--- src/rtl/efx_ram_rd_ctrl.sv ---
// Read side of a RAM-backed FIFO: fetches words behind the writer pointer and streams them out.
// Define EFX_RAM_RD_CTRL_LEVEL_EN to add the registered LEVEL (WPTR - RPTR) output.
module efx_ram_rd_ctrl #(
  parameter int READ_WIDTH = 20,
  parameter int ADDR_WIDTH = 8,
  parameter int OUTPUT_REG = 0
) (
  input  logic                  CLK,
  input  logic                  RST,
  input  logic [ADDR_WIDTH:0]   WPTR,
  output logic [ADDR_WIDTH-1:0] RADDR,
  output logic                  RE,
  input  logic [READ_WIDTH-1:0] RDATA,
  output logic [ADDR_WIDTH:0]   RPTR,
  output logic [READ_WIDTH-1:0] M_DATA,
  output logic                  M_VALID,
  input  logic                  M_READY
`ifdef EFX_RAM_RD_CTRL_LEVEL_EN
  ,
  output logic [ADDR_WIDTH:0]   LEVEL
`endif
);

  localparam int LAT   = 1 + OUTPUT_REG;
  localparam int DEPTH = LAT + 1;
  localparam int IW    = $clog2(DEPTH);
  localparam int OW    = 4;

  logic [ADDR_WIDTH:0]   fptr;
  logic [ADDR_WIDTH:0]   rptr;
  logic [LAT-1:0]        vld_p1;
  logic [LAT-1:0]        vld_p1_nxt;
  logic [OW-1:0]         count;
  logic [OW-1:0]         occ;
  logic [IW-1:0]         wr_idx;
  logic [IW-1:0]         rd_idx;
  logic [READ_WIDTH-1:0] fifo_mem [2**IW];
  logic                  empty;
  logic                  push;
  logic                  pop;

  function automatic logic [OW-1:0] ones(input logic [LAT-1:0] v);
    logic [OW-1:0] n;
    n = '0;
    for (int i = 0; i < LAT; i++) n = n + {{(OW-1){1'b0}}, v[i]};
    return n;
  endfunction

  function automatic logic [IW-1:0] idx_inc(input logic [IW-1:0] i);
    return (i == IW'(DEPTH - 1)) ? '0 : i + 1'b1;
  endfunction

  assign empty   = (fptr == WPTR);
  assign pop     = M_VALID & M_READY;
  assign push    = vld_p1[LAT-1];
  // A slot popped this cycle is free for a read issued now; this keeps full throughput.
  assign occ     = ones(vld_p1) + count - {{(OW-1){1'b0}}, pop};
  assign RE      = !empty && (occ < OW'(DEPTH));
  assign RADDR   = fptr[ADDR_WIDTH-1:0];
  assign RPTR    = rptr;
  assign M_VALID = (count != '0);
  assign M_DATA  = fifo_mem[rd_idx];

  always_comb begin
    vld_p1_nxt    = '0;
    vld_p1_nxt[0] = RE;
    for (int i = 1; i < LAT; i++) vld_p1_nxt[i] = vld_p1[i-1];
  end

  // Stage p0 -> p1: read issue, in-flight tracking and capture bookkeeping
  always_ff @(posedge CLK) begin
    if (RST) begin
      fptr   <= '0;
      rptr   <= '0;
      vld_p1 <= '0;
      count  <= '0;
      wr_idx <= '0;
      rd_idx <= '0;
    end else begin
      if (RE)   fptr   <= fptr + 1'b1;
      if (pop)  rptr   <= rptr + 1'b1;
      vld_p1 <= vld_p1_nxt;
      if (push) wr_idx <= idx_inc(wr_idx);
      if (pop)  rd_idx <= idx_inc(rd_idx);
      count  <= count + {{(OW-1){1'b0}}, push} - {{(OW-1){1'b0}}, pop};
    end
  end

  // Stage p1 -> output: capture returning RAM data
  always_ff @(posedge CLK) begin
    if (push) fifo_mem[wr_idx] <= RDATA;
  end

`ifdef EFX_RAM_RD_CTRL_LEVEL_EN
  always_ff @(posedge CLK) begin
    if (RST) LEVEL <= '0;
    else     LEVEL <= WPTR - rptr;
  end
`endif

endmodule

--- config.mk ---
export PLATFORM = sky130hd
export DESIGN_NAME = efx_ram_rd_ctrl
export DESIGN_NICKNAME = d
export VERILOG_FILES = /design/src/rtl/efx_ram_rd_ctrl.sv
export SDC_FILE = /design/constraint.sdc
export NUM_CORES = 1
export LEC_CHECK = 0
export ABC_AREA = 1
export CORE_MARGIN = 2
export CORE_UTILIZATION = 35
export CTS_BUF_LIST = sky130_fd_sc_hd__clkbuf_8
export DETAILED_ROUTE_END_ITERATION = 7
export SLEW_MARGIN = 20
export SYNTH_ARGS = -nofsm -noshare
export SYNTH_HDL_FRONTEND = slang
export SYNTH_SLANG_ARGS = --single-unit
--- constraint.sdc ---
create_clock -name CLK -period 3.3 [get_ports CLK]
set_input_delay 0.495 -clock CLK [delete_from_list [all_inputs] [get_ports CLK]]
set_output_delay 0.495 -clock CLK [all_outputs]
set_load 0.03 [all_outputs]
==> results of run 1 <==
sequential cells by signal, summed over array words and instances, names as in the netlist, named ones only:
register / flops
count: 4
fptr: 9
wr_idx: 1
RPTR: 9
push: 1
rd_idx: 1
fifo_mem: 40
final cells by class:
cell class	instances	area share (%)
multi-input combinational	164	26.9
inverter	23	2.19
tap	105	3.33
clock buffer	10	3.49
clock inverter	6	1.30
timing repair buffer	77	19.1
sequential	66	43.7
report_power, final:
| group | internal (mW) | leakage (nW) | switching, mW |
|---|---|---|---|
| sequential | 0.960 | 0.574 | 0.0457 |
| clock | 0.359 | 0.110 | 0.290 |
| combinational | 0.500 | 0.790 | 0.641 |
path summary, 6_finish.rpt:
| kind | startpoint | endpoint | slack, ps |
|---|---|---|---|
| max | count[2] | RE | 160 |
| min | rd_idx | rd_idx | 460 |
| max reg2reg | count[2] | fptr[0] | 780 |
| min reg2reg | rd_idx | rd_idx | 460 |
routing by layer:
layer	track usage, %	up-vias
met3	4.11	8
met5	0	-
met2	21.7	57
li1	-	1038
met4	4.64	0
met1	16.0	942
Yosys cell counts (2+ instances only):
cell type	n
nand2_1	46
edfxtp_1	40
dfxtp_1	26
nor2_1	22
inv_1	21
mux2_2	20
nand3_1	19
a21oi_1	16
buf_4	8
xnor2_1	8
ha_1	7
xor2_1	5
clkbuf_1	4
nand4_1	3
o21ai_0	3
a21oi_2	2
inv_2	2
nand2_4	2
nand3b_1	2
nor3_1	2
through the flow:
stage               instance area, um^2  TNS, ps  hold WS (ps)  utilization [%]
floorplan                          2920        0           426                -
global placement                   3720        0           437             45.5
detailed placement                 3720        0           446             45.5
CTS                                3910        0           461             47.8
global route                       3940    -13.5           486             48.2
finish                             3940        0           456             48.2
worst max-delay path, cell delays in order (launching register included):
cell,delay (ps)
dfxtp_1,300
inv_1,80
ha_2,180
nand2_2,70
nand2_1,100
inv_2,40
ha_1,260
inv_1,50
ha_1,150
inv_1,50
fa_2,350
xor2_2,170
nand2_2,110
nor2_8,130
nand2_4,60
inv_2,70
buf_6,130
cells in the final DEF, fill, tap and decap left out, types with 8 or more instances in the layout:
master | netlist | routed
clkdlybuf4s50_1 | 0 | 69
edfxtp_1 | 40 | 40
a21oi_1 | 16 | 16
clkbuf_8 | 0 | 10
xnor2_1 | 8 | 8
inv_1 | 21 | 24
nand2_1 | 46 | 44
dfxtp_1 | 26 | 26
nor2_1 | 22 | 21
mux2_2 | 20 | 20
nand3_1 | 19 | 19
cell families after synthesis:
group	share of synthesized area, %
AO/OA/AOI/OAI	4.11
multiplexers	7.71
buffers and inverters	5.69
XOR/XNOR	3.90
adder cells (fa/ha/maj)	3.68
AND/OR/NAND/NOR	16.0
flip-flops	58.9
repair_timing:
action                                 in CTS  in global routing
pin swaps                                   1                  0
setup endpoints to repair                   1                  1
endpoints found under the hold margin       0                  0
buffers inserted                            0                  1
gates resized for setup                     1                  5
==> results_dict.tcl, run 1 <==
set metrics [dict create \
    hold_viol 0 \
    yosysTopAreaCell "edfxtp_1" \
    fin_nets 381 \
    crit_path_end_kind "output pin" \
    multi_input_area_um2 1060 \
    timing.final.max_slew_violations 0 \
    clkSinkCount 66 \
    cp_max_fo 3 \
    synth-main-ff-cell "edfxtp_1" \
    dieArea_um2 9100 \
    ys_seq_elements 66 \
    power.total_mw 2.79 \
    ys_types 28 \
    dr.pass1.iters 4 \
    hold_path.class "reg2reg" \
    dr.first_iter.drc_count 49 \
    fp.coreArea_um2 8180 \
    grt_max_degree 22 \
    viasPerCell 4.53 \
    fin_ws_ps 163 \
    syn_to_final_growth_pct 34.9 \
    wl_per_cell_um 12.8 \
    grt_pass1_wl_um 9040 \
    antenna_cells 0 \
    startpoint_type "register" \
    dieWidth_um 95.4 \
    clockRootBuffer "clkbuf_8" \
    dp_hpwl_um 3940 \
    worst-r2r-cell-count 17 \
    ir_worst_vdd_mv 0.513 \
    final.period_utilization_pct 95.1 \
    skew_ps 5.86 \
    syn-num-nets 306 \
    placedCellCount 434 \
    min_path_cells 1 \
    postSynthAreaPerCell_um2 11.0 \
    finalSetupViolCount 0 \
    dp_slack_ps 61.2 \
    clk_pin_slew_ps 70 \
    synth-edff-count 40 \
    syn_inst 266 \
    async_flop_share_pct 0 \
    maxCapViolations 0 \
    cts_buffers 9 \
    topRoutingLayerUsed "met4" \
    fmax_ghz 0.319 \
    rows 33 \
    htree_levels 3 \
    critical_path_arrival_ps 2640 \
    grt_usage_pct 13.1 \
    synth.cell_area_um2 2920 \
    min_period_ps 3140 \
    ios 71 \
    holdBufCountCts 0 \
    leakagePower_nw 1.47 \
    grt_pass1_vias 1970 \
    wl_met2_um 2740 \
    drt_wl_total_um 5760 \
    instances_no_fill 451 \
    power_density_nw_per_um2 709 \
    route.met3.wl_um 399 \
    synth_area_leaders "edfxtp_1, dfxtp_1, mux2_2, nand2_1, nand3_1" \
    post-route-drc-count 0 \
    gr-total-overflow 0 \
    fill_cells 785 \
    cts_tree "built" \
    antenna_found_initial 0 \
    start_util_pct 35.8 \
    status "complete, no violations" \
    drt-met1-wl_um 2550 \
    port_buffers 70 \
    worstMarginPinSlew_ps 851 \
    postRouteAntennaNets 0 \
    cts_buffer_depth 2 \
    die_h_um 95.4 \
    regArea_um2 1720 \
    crit_required_ps 2800 \
    clock_latency_ps 330 \
    place.gp.congestion 0.757 \
    critical_path_class "reg2out" \
    synth_top_area_share_pct 41.1 \
    ys_seq_area_share_pct 58.9 \
    final_layout_size_suffix_gt1_share_pct 15.9 \
    dr_total_vias 2045 \
    relSlewSlack_pct 43.2 \
    ys_warn_count 0 \
]
No activity file was read; power rests on OpenSTA's default activity.
==> run 2: changes to the inputs <==
--- a/config.mk
+++ b/config.mk
@@ -6,7 +6,6 @@
 export NUM_CORES = 1
 export LEC_CHECK = 0
 export ABC_AREA = 1
-export CORE_MARGIN = 2
 export CORE_UTILIZATION = 35
 export CTS_BUF_LIST = sky130_fd_sc_hd__clkbuf_8
 export DETAILED_ROUTE_END_ITERATION = 7
==> results_dict.tcl, run 2 (synthesis gave the netlist of run 1 again) <==
set metrics [dict create \
    grt_pass1_wl_um 9060 \
    final.period_utilization_pct 95.3 \
    timing.final.max_slew_violations 0 \
    grt_max_degree 22 \
    reg2reg_slack_ps 780 \
    cts_buffers 9 \
    power_density_nw_per_um2 743 \
    grt_usage_pct 13.8 \
    status "complete, no violations" \
    critical_path_class "reg2out" \
    tns_ps 0 \
    final_layout_size_suffix_gt1_share_pct 16.2 \
    dieArea_um2 8720 \
    holdBufCountCts 0 \
    gr-total-overflow 0 \
    dr.pass1.iters 4 \
    final_common_cell "clkdlybuf4s50_1" \
    relSlewSlack_pct 30.0 \
    antenna_cells 0 \
    ios 71 \
    ir_worst_vdd_mv 0.554 \
    top_register "fifo_mem" \
    rows 32 \
    clockRootBuffer "clkbuf_8" \
    final_cell_mix "clkdlybuf4s50_1, nand2_1, edfxtp_1, dfxtp_1" \
    viasPerCell 4.55 \
    postRouteAntennaNets 0 \
    fin_nets 380 \
    syn_to_final_growth_pct 36.2 \
    instances_no_fill 447 \
    die_h_um 93.4 \
    dp_hpwl_um 3820 \
    clk_pin_slew_ps 70 \
    placed_area_um2 3720 \
    startpoint_type "register" \
    crit_path_end_kind "output pin" \
    wl_per_cell_um 12.5 \
    antenna_found_initial 0 \
    start_util_pct 37.1 \
    crit_required_ps 2800 \
    cts_buffer_depth 2 \
    largest_reg_flops 40 \
    dr_total_vias 2034 \
    htree_levels 3 \
    drt_wl_total_um 5610 \
    cp_max_fo 3 \
    hold_viol 0 \
    leakagePower_nw 1.48 \
    skew_ps 7.81 \
    fp.coreArea_um2 7890 \
    post-route-drc-count 0 \
    power.total_mw 2.96 \
    dieWidth_um 93.4 \
    whs_ps 455 \
    hold_path.class "reg2reg" \
    fill_cells 724 \
    min_period_ps 3140 \
    critical_path_arrival_ps 2650 \
    place.gp.congestion 0.790 \
    cts_tree "built" \
    grt_pass1_vias 1946 \
    design_area_um2 3980 \
    port_buffers 70 \
    cts_setup_buffers 0 \
    clock_latency_ps 340 \
    dp_slack_ps 81.3 \
    fmax_ghz 0.318 \
    clkSinkCount 66 \
    fin_ws_ps 156 \
    placedCellCount 431 \
    worstMarginPinSlew_ps 1050 \
    maxCapViolations 0 \
    finalSetupViolCount 0 \
    final_util_pct 50.5 \
    dr.first_iter.drc_count 82 \
]
[run 2: path summary, 6_finish.rpt]
kind / start / endpoint / depth (start not counted)
min reg2reg: rd_idx / rd_idx / 1
max: count[2] / RE / 16
min: rd_idx / rd_idx / 1
max reg2reg: count[2] / fptr[4] / 16
[run 2: worst max-delay path, cell delays in order (launching register included)]
cell,delay [ps]
dfxtp_1,300
inv_1,70
ha_1,160
nand2_2,70
nand2_1,100
inv_2,50
ha_1,260
inv_1,50
ha_1,150
inv_1,50
fa_2,350
xor2_2,180
nand2_2,120
nor2_8,130
nand2_4,60
inv_2,60
buf_4,150
[run 2: final cells by class]
type	instances	area, um^2	area share (%)
Timing Repair Buffer	76	743	18.7
Sequential cell	66	1720	43.3
Clock inverter	7	125	3.14
Inverter	23	86.3	2.17
Tap cell	102	128	3.21
Clock buffer	9	124	3.11
Multi-Input combinational cell	164	1050	26.4
[run 2: power breakdown]
| part | internal (mW) | switching (mW) |
|---|---|---|
| Clock | 0.510 | 0.327 |
| Combinational | 0.472 | 0.644 |
| Sequential | 0.960 | 0.0445 |
| Total | 1.94 | 1.02 |
[run 2: routing by layer]
layer	GRT usage (%)	part of all wire (%)	wire (um)
met1	17.0	47	2620
met2	22.5	46	2580
met3	3.90	5.7	322
met4	5.77	1.6	91
met5	0	0	0
[run 2: repair_timing]
| action | CTS | global route |
|---|---|---|
| hold endpoints to repair | 0 | 0 |
| resized for setup | 1 | 3 |
| pin swaps | 0 | 2 |
| cloned | 0 | 0 |
| setup endpoints to repair | 1 | 1 |
